`config.mk`:
```
export PLATFORM = sky130hd
export DESIGN_NAME = adc_i2s_rx
export DESIGN_NICKNAME = d
export VERILOG_FILES = /design/src/rtl/adc_audio_pkg.sv /design/src/rtl/sync_fifo.sv /design/src/rtl/adc_i2s_rx.sv
export SDC_FILE = /design/constraint.sdc
export NUM_CORES = 1
export LEC_CHECK = 0
export BUFFER_PORTS_ARGS = -buffer_cell sky130_fd_sc_hd__buf_2
export CAP_MARGIN = 20
export CORE_ASPECT_RATIO = 1.75
export CORE_MARGIN = 5
export CORE_UTILIZATION = 47
export CTS_BUF_LIST = sky130_fd_sc_hd__clkbuf_16
export DETAILED_ROUTE_END_ITERATION = 10
export GPL_TIMING_DRIVEN = 0
export PLACE_DENSITY = 0.66
export SYNTH_ARGS = -nofsm -noshare
export SYNTH_HDL_FRONTEND = slang
export SYNTH_SLANG_ARGS = --single-unit
```
`constraint.sdc`:
```
create_clock -name clk -period 3.7 [get_ports clk]
set_input_delay 0.37 -clock clk [delete_from_list [all_inputs] [get_ports clk]]
set_output_delay 0.37 -clock clk [all_outputs]
set_load 0.01 [all_outputs]
```
`src/rtl/adc_audio_pkg.sv`:
```
// Shared definitions for the I2S ADC receiver.
// Register map, status/control bit positions and receive FSM states.
package adc_audio_pkg;

    localparam logic [1:0] ADDR_DATA    = 2'd0;
    localparam logic [1:0] ADDR_STATUS  = 2'd1;
    localparam logic [1:0] ADDR_CONTROL = 2'd2;
    localparam logic [1:0] ADDR_CLEAR   = 2'd3;

    localparam int STAT_EMPTY     = 0;
    localparam int STAT_FULL      = 1;
    localparam int STAT_OVERFLOW  = 2;
    localparam int STAT_COUNT_LSB = 8;

    localparam int CTRL_ENABLE = 0;
    localparam int CTRL_IRQ_EN = 1;

    typedef enum logic [1:0] {
        ST_IDLE,
        ST_DELAY,
        ST_SHIFT,
        ST_HOLD
    } rx_state_t;

endpackage

```
`src/rtl/sync_fifo.sv`:
```
// Single-clock FIFO for stereo sample pairs.
// Clear has priority over push; a full FIFO accepts a push only alongside a pop.
module sync_fifo #(
    parameter int WIDTH = 32,
    parameter int DEPTH = 8
) (
    input  logic                     clk,
    input  logic                     reset_n,
    input  logic                     push,
    input  logic [WIDTH-1:0]         push_data,
    input  logic                     pop,
    output logic [WIDTH-1:0]         pop_data,
    input  logic                     clear,
    output logic                     full,
    output logic                     empty,
    output logic [$clog2(DEPTH):0]   count
);

    localparam int AW = $clog2(DEPTH);
    localparam int CW = AW + 1;

    logic [WIDTH-1:0] mem [DEPTH];
    logic [AW-1:0]    wptr;
    logic [AW-1:0]    rptr;
    logic             do_push;
    logic             do_pop;

    assign empty    = (count == '0);
    assign full     = (count == CW'(DEPTH));
    assign do_pop   = pop & ~empty;
    assign do_push  = push & (~full | do_pop);
    assign pop_data = mem[rptr];

    always_ff @(posedge clk) begin
        if (do_push && !clear) begin
            mem[wptr] <= push_data;
        end
    end

    always_ff @(posedge clk or negedge reset_n) begin
        if (!reset_n) begin
            wptr  <= '0;
            rptr  <= '0;
            count <= '0;
        end else if (clear) begin
            wptr  <= '0;
            rptr  <= '0;
            count <= '0;
        end else begin
            if (do_push) begin
                wptr <= wptr + 1'b1;
            end
            if (do_pop) begin
                rptr <= rptr + 1'b1;
            end
            unique case ({do_push, do_pop})
                2'b10:   count <= count + 1'b1;
                2'b01:   count <= count - 1'b1;
                default: count <= count;
            endcase
        end
    end

endmodule

```
`src/rtl/adc_i2s_rx.sv`:
```
// I2S ADC receiver with stereo-pair FIFO and Avalon-MM register file.
// Codec signals are synchronized into clk; sampling follows detected bclk rises.
module adc_i2s_rx
    import adc_audio_pkg::*;
#(
    parameter int SAMPLE_BITS = 16,
    parameter int FIFO_DEPTH  = 8
) (
    input  logic        clk,
    input  logic        reset_n,
    input  logic        bclk,
    input  logic        adclrc,
    input  logic        adcdat,
    input  logic [1:0]  address,
    input  logic        read,
    input  logic        write,
    input  logic [31:0] writedata,
    output logic [31:0] readdata,
    output logic        irq
);

    localparam int CW = $clog2(FIFO_DEPTH) + 1;
    localparam int PAD = 16 - SAMPLE_BITS;

    logic [1:0] bclk_s;
    logic [1:0] lrc_s;
    logic [1:0] dat_s;
    logic       bclk_p;
    logic       lrc_p;
    logic       rise_q;
    logic       dat_q;
    logic       lrc_fall;
    logic       lrc_rise;
    logic       lrc_edge;

    rx_state_t              state;
    logic [4:0]             bit_cnt;
    logic [SAMPLE_BITS-1:0] shreg;
    logic [SAMPLE_BITS-1:0] next_word;
    logic [15:0]            word16;
    logic [15:0]            left_word;
    logic                   left_ok;
    logic                   chan_right;
    logic                   push_q;
    logic [31:0]            push_word;

    logic          enable;
    logic          irq_en;
    logic          overflow;
    logic          clear_fifo;
    logic          pop_req;
    logic [31:0]   pop_data;
    logic          full;
    logic          empty;
    logic [CW-1:0] count;
    logic [31:0]   status_word;
    logic          unused_wdata;

    assign unused_wdata = ^writedata[31:2];

    always_ff @(posedge clk or negedge reset_n) begin
        if (!reset_n) begin
            bclk_s <= '0;
            lrc_s  <= '0;
            dat_s  <= '0;
            bclk_p <= 1'b0;
            lrc_p  <= 1'b0;
            rise_q <= 1'b0;
            dat_q  <= 1'b0;
        end else begin
            bclk_s <= {bclk_s[0], bclk};
            lrc_s  <= {lrc_s[0], adclrc};
            dat_s  <= {dat_s[0], adcdat};
            bclk_p <= bclk_s[1];
            lrc_p  <= lrc_s[1];
            rise_q <= bclk_s[1] & ~bclk_p;
            dat_q  <= dat_s[1];
        end
    end

    assign lrc_fall  = lrc_p & ~lrc_s[1];
    assign lrc_rise  = ~lrc_p & lrc_s[1];
    assign lrc_edge  = lrc_fall | lrc_rise;
    assign next_word = {shreg[SAMPLE_BITS-2:0], dat_q};
    assign word16    = 16'(next_word) << PAD;

    // An edge outside IDLE always restarts at DELAY; a mid-sample edge
    // or a new left channel invalidates any captured left half.
    always_ff @(posedge clk or negedge reset_n) begin
        if (!reset_n) begin
            state      <= ST_IDLE;
            bit_cnt    <= '0;
            shreg      <= '0;
            left_word  <= '0;
            left_ok    <= 1'b0;
            chan_right <= 1'b0;
            push_q     <= 1'b0;
            push_word  <= '0;
        end else begin
            push_q <= 1'b0;
            if (!enable) begin
                state   <= ST_IDLE;
                left_ok <= 1'b0;
            end else if (state != ST_IDLE && lrc_edge) begin
                state      <= ST_DELAY;
                chan_right <= lrc_rise;
                bit_cnt    <= '0;
                if (state == ST_SHIFT || lrc_fall) begin
                    left_ok <= 1'b0;
                end
            end else begin
                unique case (state)
                    ST_IDLE: begin
                        if (lrc_fall) begin
                            state      <= ST_DELAY;
                            chan_right <= 1'b0;
                            bit_cnt    <= '0;
                            left_ok    <= 1'b0;
                        end
                    end
                    ST_DELAY: begin
                        if (rise_q) begin
                            state <= ST_SHIFT;
                        end
                    end
                    ST_SHIFT: begin
                        if (rise_q) begin
                            shreg   <= next_word;
                            bit_cnt <= bit_cnt + 1'b1;
                            if (bit_cnt == 5'(SAMPLE_BITS - 1)) begin
                                state <= ST_HOLD;
                                if (!chan_right) begin
                                    left_word <= word16;
                                    left_ok   <= 1'b1;
                                end else begin
                                    push_q    <= left_ok;
                                    push_word <= {left_word, word16};
                                    left_ok   <= 1'b0;
                                end
                            end
                        end
                    end
                    ST_HOLD: begin
                    end
                endcase
            end
        end
    end

    assign clear_fifo = write && (address == ADDR_CLEAR) && writedata[0];
    assign pop_req    = read && (address == ADDR_DATA);

    sync_fifo #(
        .WIDTH (32),
        .DEPTH (FIFO_DEPTH)
    ) u_fifo (
        .clk       (clk),
        .reset_n   (reset_n),
        .push      (push_q),
        .push_data (push_word),
        .pop       (pop_req),
        .pop_data  (pop_data),
        .clear     (clear_fifo),
        .full      (full),
        .empty     (empty),
        .count     (count)
    );

    always_comb begin
        status_word                          = '0;
        status_word[STAT_EMPTY]              = empty;
        status_word[STAT_FULL]               = full;
        status_word[STAT_OVERFLOW]           = overflow;
        status_word[STAT_COUNT_LSB +: 8]     = 8'(count);
    end

    always_ff @(posedge clk or negedge reset_n) begin
        if (!reset_n) begin
            enable   <= 1'b0;
            irq_en   <= 1'b0;
            overflow <= 1'b0;
            readdata <= '0;
        end else begin
            if (write && address == ADDR_CONTROL) begin
                enable <= writedata[CTRL_ENABLE];
                irq_en <= writedata[CTRL_IRQ_EN];
            end
            if (clear_fifo) begin
                overflow <= 1'b0;
            end else if (push_q && full && !(pop_req && !empty)) begin
                overflow <= 1'b1;
            end
            if (read) begin
                unique case (address)
                    ADDR_DATA:    readdata <= empty ? 32'd0 : pop_data;
                    ADDR_STATUS:  readdata <= status_word;
                    ADDR_CONTROL: readdata <= {30'd0, irq_en, enable};
                    ADDR_CLEAR:   readdata <= 32'd0;
                endcase
            end
        end
    end

    assign irq = irq_en & ~empty;

endmodule

```
==> results.json, run 1 <==
{
  "status": "completed",
  "rows": 86,
  "timing_worst_setup_path_type": "reg -> reg",
  "yosysTopAreaCell": "edfxtp_1",
  "crit_family": "simple AND/OR/NAND/NOR gates",
  "gr-total-overflow": 0,
  "max-clock-path-buffers": 3,
  "synth_top_area_share_pct": 51.5,
  "grt_usage_pct": 18.2,
  "end_kind": "register",
  "drv_cap": 0,
  "ys_seq_elements": 384,
  "place.gp.congestion": 0.787,
  "drc": 0,
  "setup_viol": 0,
  "postRouteAntennaNets": 0,
  "period_share_pct": 74.2,
  "grt_pass1_wl_mm": 48.0,
  "yosys-top-cells-count": "edfxtp_1 (256), dfrtp_1 (128), mux4_2 (64)",
  "fin_hold_ws_ns": 0.0893,
  "start_util_pct": 47.5,
  "core_sq_um": 31400,
  "critPathLaunchType": "register",
  "antenna_found_initial": 0,
  "worstPathMaxFanout": 11,
  "post-route-min-period_ns": 2.75,
  "synth_area_leaders": "edfxtp_1 (52%), dfrtp_1 (21%), mux4_2 (9.7%)",
  "area_growth_pct": 14.4,
  "skew_ns": 0.0145,
  "synth_nets": 857,
  "final.setup.tns_ns": 0,
  "synth_cell_types": 60,
  "dieWidth_um": 145,
  "synth_warnings": 0,
  "final_nets": 951,
  "cts_inserted_buffers": 34,
  "clkSlewWorstSetupHoldPaths_ns": 0.07,
  "crit_chain": "nor3_1 > nand3_1 > nand4b_1 > nor3_4 > buf_8",
  "worst_hold_path_type": "in -> reg",
  "synth-main-ff-cell": "edfxtp_1",
  "synth_area_per_cell_sq_um": 18.5,
  "critical_path.max_stage_delay_ns": 0.84,
  "routed-via-count": 7454,
  "ir_drop_uv": 416,
  "slew_headroom_pct": 32.6,
  "insertion_delay_ns": 0.52,
  "htreeDepth": 2,
  "critical_path_buf_inv_count": 1,
  "hold_viol_final": 0,
  "synth_most_common_cell": "edfxtp_1",
  "seq_area_frac_synth_pct": 73.0,
  "rsz0062_at_grt": "false",
  "drv_slew": 0,
  "leakagePower_nw": 7.03,
  "synth_edf_count": 256,
  "cp.required_ns": 3.92,
  "viasPerCell": 5.65,
  "io_pins": 74,
  "cts_tree": "done",
  "ys_async_sr_fraction_pct": 33.3,
  "post_cts_resize_count": 0,
  "routed_wirelength_mm": 30.6,
  "fillerInstances": 2465,
  "antennaDiodeCount": 0,
  "drtPass1Iterations": 5,
  "cts_root_buf": "clkbuf_16",
  "p_per_area_nw_per_um2": 560,
  "io_buffers": 43,
  "syn_area_sq_um": 14900,
  "crit_path_top_delay_cell": "nor3_4",
  "clock_sinks": 384,
  "multiInputGateArea_sq_um": 3840,
  "die-area_sq_um": 35600,
  "grt_max_degree": 83,
  "arrival_ns": 2.96,
  "die_y_um": 246,
  "post_cts_buffers": 0,
  "ctsHoldBuffers": 4,
  "postSynthCellCount": 806,
  "drive_above_1_share_pct": 23.8,
  "seq_area_sq_um": 10900,
  "first_global_vias": 7943,
  "fmax_mhz": 364,
  "dr.first_iter.drc_count": 410,
  "wl_per_cell_um": 23.2,
  "worst_pin_slew_ns": 1.01,
  "dp_hpwl_mm": 19.7
}
power breakdown:
group	internal (W)	total, W	switching, W
registers	0.00461	0.00469	0.0000828
clock network	0.00200	0.00349	0.00149
logic	0.000536	0.00138	0.000840
final cells by class:
type                       instances  area share, %
buffer                            40           1.25
clock buffer                      35           5.13
clock inverter                    25           1.23
inverter                          12          0.264
multi-input combinational        370           22.5
sequential                       384           63.8
tap                              396           2.90
timing repair buffer              58           2.90
path summary, 6_finish.rpt:
path	start	cells past startpoint	slack, ns	end
max in group asynchronous	reset_n	3	2.53	readdata[3]
max	u_fifo.count[0]	5	0.95	u_fifo.mem[0][15]
max reg2reg	u_fifo.count[0]	5	0.95	u_fifo.mem[0][15]
min	writedata[1]	2	0.09	irq_en
min in group asynchronous	reset_n	2	0.37	readdata[19]
min reg2reg	dat_s[0]	0	0.35	dat_s[1]
routing by layer:
| metal | vias up | share of wire (%) | global-route usage (%) |
|---|---|---|---|
| li1 | 3345 | - | - |
| met1 | 3942 | 39 | 23.0 |
| met2 | 127 | 55 | 32.3 |
| met3 | 40 | 3.3 | 2.70 |
| met4 | 0 | 2.3 | 5.16 |
| met5 | - | 0 | 0 |
per-stage QoR:
step / power, W / instances / utilization, % / instance area [sq um] / worst slack (ns)
CTS: 0.00968 / 1320 / 54.3 / 17100 / 0.930
global placement: 0.00618 / 1245 / 49.8 / 15600 / -1.16
finish: 0.00956 / 1320 / 54.3 / 17100 / 0.953
detailed placement: 0.00620 / 1256 / 50.7 / 15900 / 0.670
floorplan: 0.00575 / 806 / - / 14900 / 0.751
global route: 0.00995 / 1320 / 54.3 / 17100 / 0.836
registers in the layout (all words and copies together) (netlist names), 3 cells and up:
| register | count |
|---|---|
| bit_cnt | 5 |
| left_word | 16 |
| push_word | 32 |
| readdata | 32 |
| shreg | 15 |
| u_fifo.count | 4 |
| u_fifo.mem | 256 |
| u_fifo.rptr | 3 |
| u_fifo.wptr | 3 |
layout by cell type (no fill, tap or decap), types with 5 or more instances in the layout:
cell	n
a21oi_1	6
a31oi_1	6
buf_1	6
buf_12	6
buf_2	58
buf_6	6
clkbuf_1	10
clkbuf_16	35
clkinv_1	9
dfrtp_1	128
edfxtp_1	256
ha_1	10
inv_1	19
mux2_1	33
mux2_2	17
mux2i_1	36
mux4_2	64
nand2_1	57
nand2b_1	8
nand3_1	5
nor2_1	21
nor2_4	6
nor2b_1	8
nor3_1	5
o21ai_0	10
o2bb2ai_1	25
cell families after synthesis:
| group | Yosys count | synth area share, % |
|---|---|---|
| DFF | 384 | 73.0 |
| muxes | 150 | 15.8 |
| and+or+nand+nor | 132 | 4.50 |
| AOI/OAI and AO/OA | 72 | 3.75 |
| buffers and inverters | 52 | 1.74 |
| adders and majority gates | 10 | 0.838 |
| xor gates and xnor gates | 6 | 0.352 |
Power figures use the tool's default switching activity.
==> inputs of run 2 (changes only) <==
--- a/config.mk
+++ b/config.mk
@@ -13,7 +13,6 @@
 export CTS_BUF_LIST = sky130_fd_sc_hd__clkbuf_16
 export DETAILED_ROUTE_END_ITERATION = 10
 export GPL_TIMING_DRIVEN = 0
-export PLACE_DENSITY = 0.66
 export SYNTH_ARGS = -nofsm -noshare
 export SYNTH_HDL_FRONTEND = slang
 export SYNTH_SLANG_ARGS = --single-unit
==> constraint.sdc (replaced) <==
create_clock -name clk -period 2.9 [get_ports clk]
set_input_delay 0.29 -clock clk [delete_from_list [all_inputs] [get_ports clk]]
set_output_delay 0.29 -clock clk [all_outputs]
set_load 0.01 [all_outputs]
==> run 2 against run 1 <==
Against the previous run:
- sequential share of layout area shrank 0.14 points
- cell count increased by 0.53%
- global-route usage grew 0.37 points
- core utilization up 0.12 points
- power grew 27%
- critical path type unchanged
- critical endpoint unchanged
==> results.json, run 2 (synthesized netlist as in run 1, its figures left out) <==
{
  "status": "completed",
  "rows": 86,
  "max-clock-path-buffers": 3,
  "post_cts_buffers": 0,
  "critical_path_buf_inv_count": 2,
  "drive_above_1_share_pct": 24.2,
  "crit_chain": "nor3_1 > nand3_1 > nand4b_1 > nor3_4 > buf_16 > buf_16",
  "worst_hold_path_type": "in -> reg",
  "viasPerCell": 5.69,
  "crit_family": "simple AND/OR/NAND/NOR gates",
  "grt_usage_pct": 18.5,
  "reg_top3": "u_fifo.mem: 256 flops, push_word: 32 flops, readdata: 32 flops",
  "post-route-min-period_ns": 2.71,
  "final.setup.tns_ns": 0,
  "rsz0062_at_grt": "false",
  "seq_area_sq_um": 10900,
  "ir_drop_uv": 440,
  "dp_slack_ns": -0.0480,
  "leakagePower_nw": 7.06,
  "critical_path.max_stage_delay_ns": 0.66,
  "routed-via-count": 7547,
  "io_buffers": 43,
  "p_per_area_nw_per_um2": 710,
  "place.gp.congestion": 0.852,
  "start_util_pct": 47.5,
  "end_kind": "register",
  "worst_pin_slew_ns": 0.998,
  "wl_per_cell_um": 23.6,
  "period_share_pct": 93.4,
  "first_global_vias": 8229,
  "cp_common_cell": "buf_16",
  "worstPathMaxFanout": 15,
  "fillerInstances": 2455,
  "hold_viol_final": 0,
  "dieWidth_um": 145,
  "dr.first_iter.drc_count": 511,
  "dp_hpwl_mm": 20.4,
  "fmax_mhz": 369,
  "regMostFlops": "u_fifo.mem",
  "cts_root_buf": "clkbuf_16",
  "htreeDepth": 2,
  "skew_ns": 0.0186,
  "setup.worst_path.start": "u_fifo.count[0]",
  "multiInputGateArea_sq_um": 3840,
  "drv_slew": 0,
  "insertion_delay_ns": 0.53,
  "die-area_sq_um": 35600,
  "clkSlewWorstSetupHoldPaths_ns": 0.06,
  "postRouteAntennaNets": 0,
  "drtPass1Iterations": 5,
  "timing.rr.start": "u_fifo.count[0]",
  "gr-total-overflow": 0,
  "grt_max_degree": 90,
  "final_nets": 954,
  "antenna_found_initial": 0,
  "grt_pass1_wl_mm": 49.3,
  "crit_path_top_delay_cell": "nor3_4",
  "final_common_cell": "edfxtp_1",
  "cts_tree": "done",
  "final_cell_mix": "edfxtp_1 (256), dfrtp_1 (128), mux4_2 (64)",
  "arrival_ns": 2.93,
  "critPathLaunchType": "register",
  "slew_headroom_pct": 33.5,
  "antennaDiodeCount": 0,
  "core_sq_um": 31400,
  "routed_wirelength_mm": 31.3,
  "fin_hold_ws_ns": 0.0544,
  "timing_worst_setup_path_type": "reg -> reg",
  "die_y_um": 246,
  "hp-start": "writedata[0]",
  "area_growth_pct": 14.6,
  "clock_sinks": 384,
  "cts_inserted_buffers": 36,
  "setup_ws_ns": 0.190,
  "largest_reg_flops": 256,
  "setup_viol": 0,
  "cp.required_ns": 3.12,
  "drc": 0,
  "drv_cap": 0,
  "io_pins": 74
}
==> run 2: stage by stage <==
stage               instance area [sq um]  utilization, %  power [W]  instances
floorplan                           14900               -    0.00734        806
finish                              17100            54.4     0.0122       1327
CTS                                 17100            54.4     0.0123       1327
detailed placement                  16000            50.8    0.00792       1256
global placement                    15600            49.8    0.00784       1245
global route                        17100            54.4     0.0127       1327
==> run 2: what timing repair did <==
action                                 in CTS  in global routing
gates resized for setup                     0                  0
setup endpoints to repair                   0                  0
endpoints found under the hold margin      43                  0
hold buffers                                5                  0
==> run 2: final cells by class <==
type | instances | share of cell area (%)
sequential | 384 | 63.7
tap | 396 | 2.90
multi-input combinational | 370 | 22.5
timing repair buffer | 59 | 3.09
clock inverter | 29 | 0.951
buffer | 40 | 1.25
inverter | 12 | 0.263
clock buffer | 37 | 5.41
==> run 2: path summary, 6_finish.rpt <==
path | endpoint | slack (ns) | cells after the start
worst min-delay path | enable | 0.05 | 2
min in group asynchronous | readdata[22] | 0.25 | 2
worst max register to register | u_fifo.mem[0][15] | 0.19 | 6
worst min register to register | lrc_s[1] | 0.33 | 0
worst max-delay path | u_fifo.mem[0][15] | 0.19 | 6
max in group asynchronous | u_fifo.rptr[0] | 1.81 | 3
==> run 2: worst reg2reg max path: stages (launching register included) <==
cell and delay, ns:
dfrtp_1 0.52, nor3_1 0.19, nand3_1 0.20, nand4b_1 0.42, nor3_4 0.66, buf_16 0.24
buf_16 0.18
==> run 2: per-layer routing <==
metal	wire (um)	vias up	track usage, %	part of all wire (%)
li1	-	3342	-	-
met1	12000	4012	22.9	38
met2	17500	146	33.7	56
met3	1080	47	2.53	3.4
met4	678	0	5.05	2.2
met5	0	-	0	0
==> run 2: where the power goes <==
part	internal (W)	switching (W)	leakage (nW)
logic	0.000688	0.00109	1.75
registers	0.00588	0.000104	4.73
clock network	0.00242	0.00197	0.579
total	0.00899	0.00316	7.06
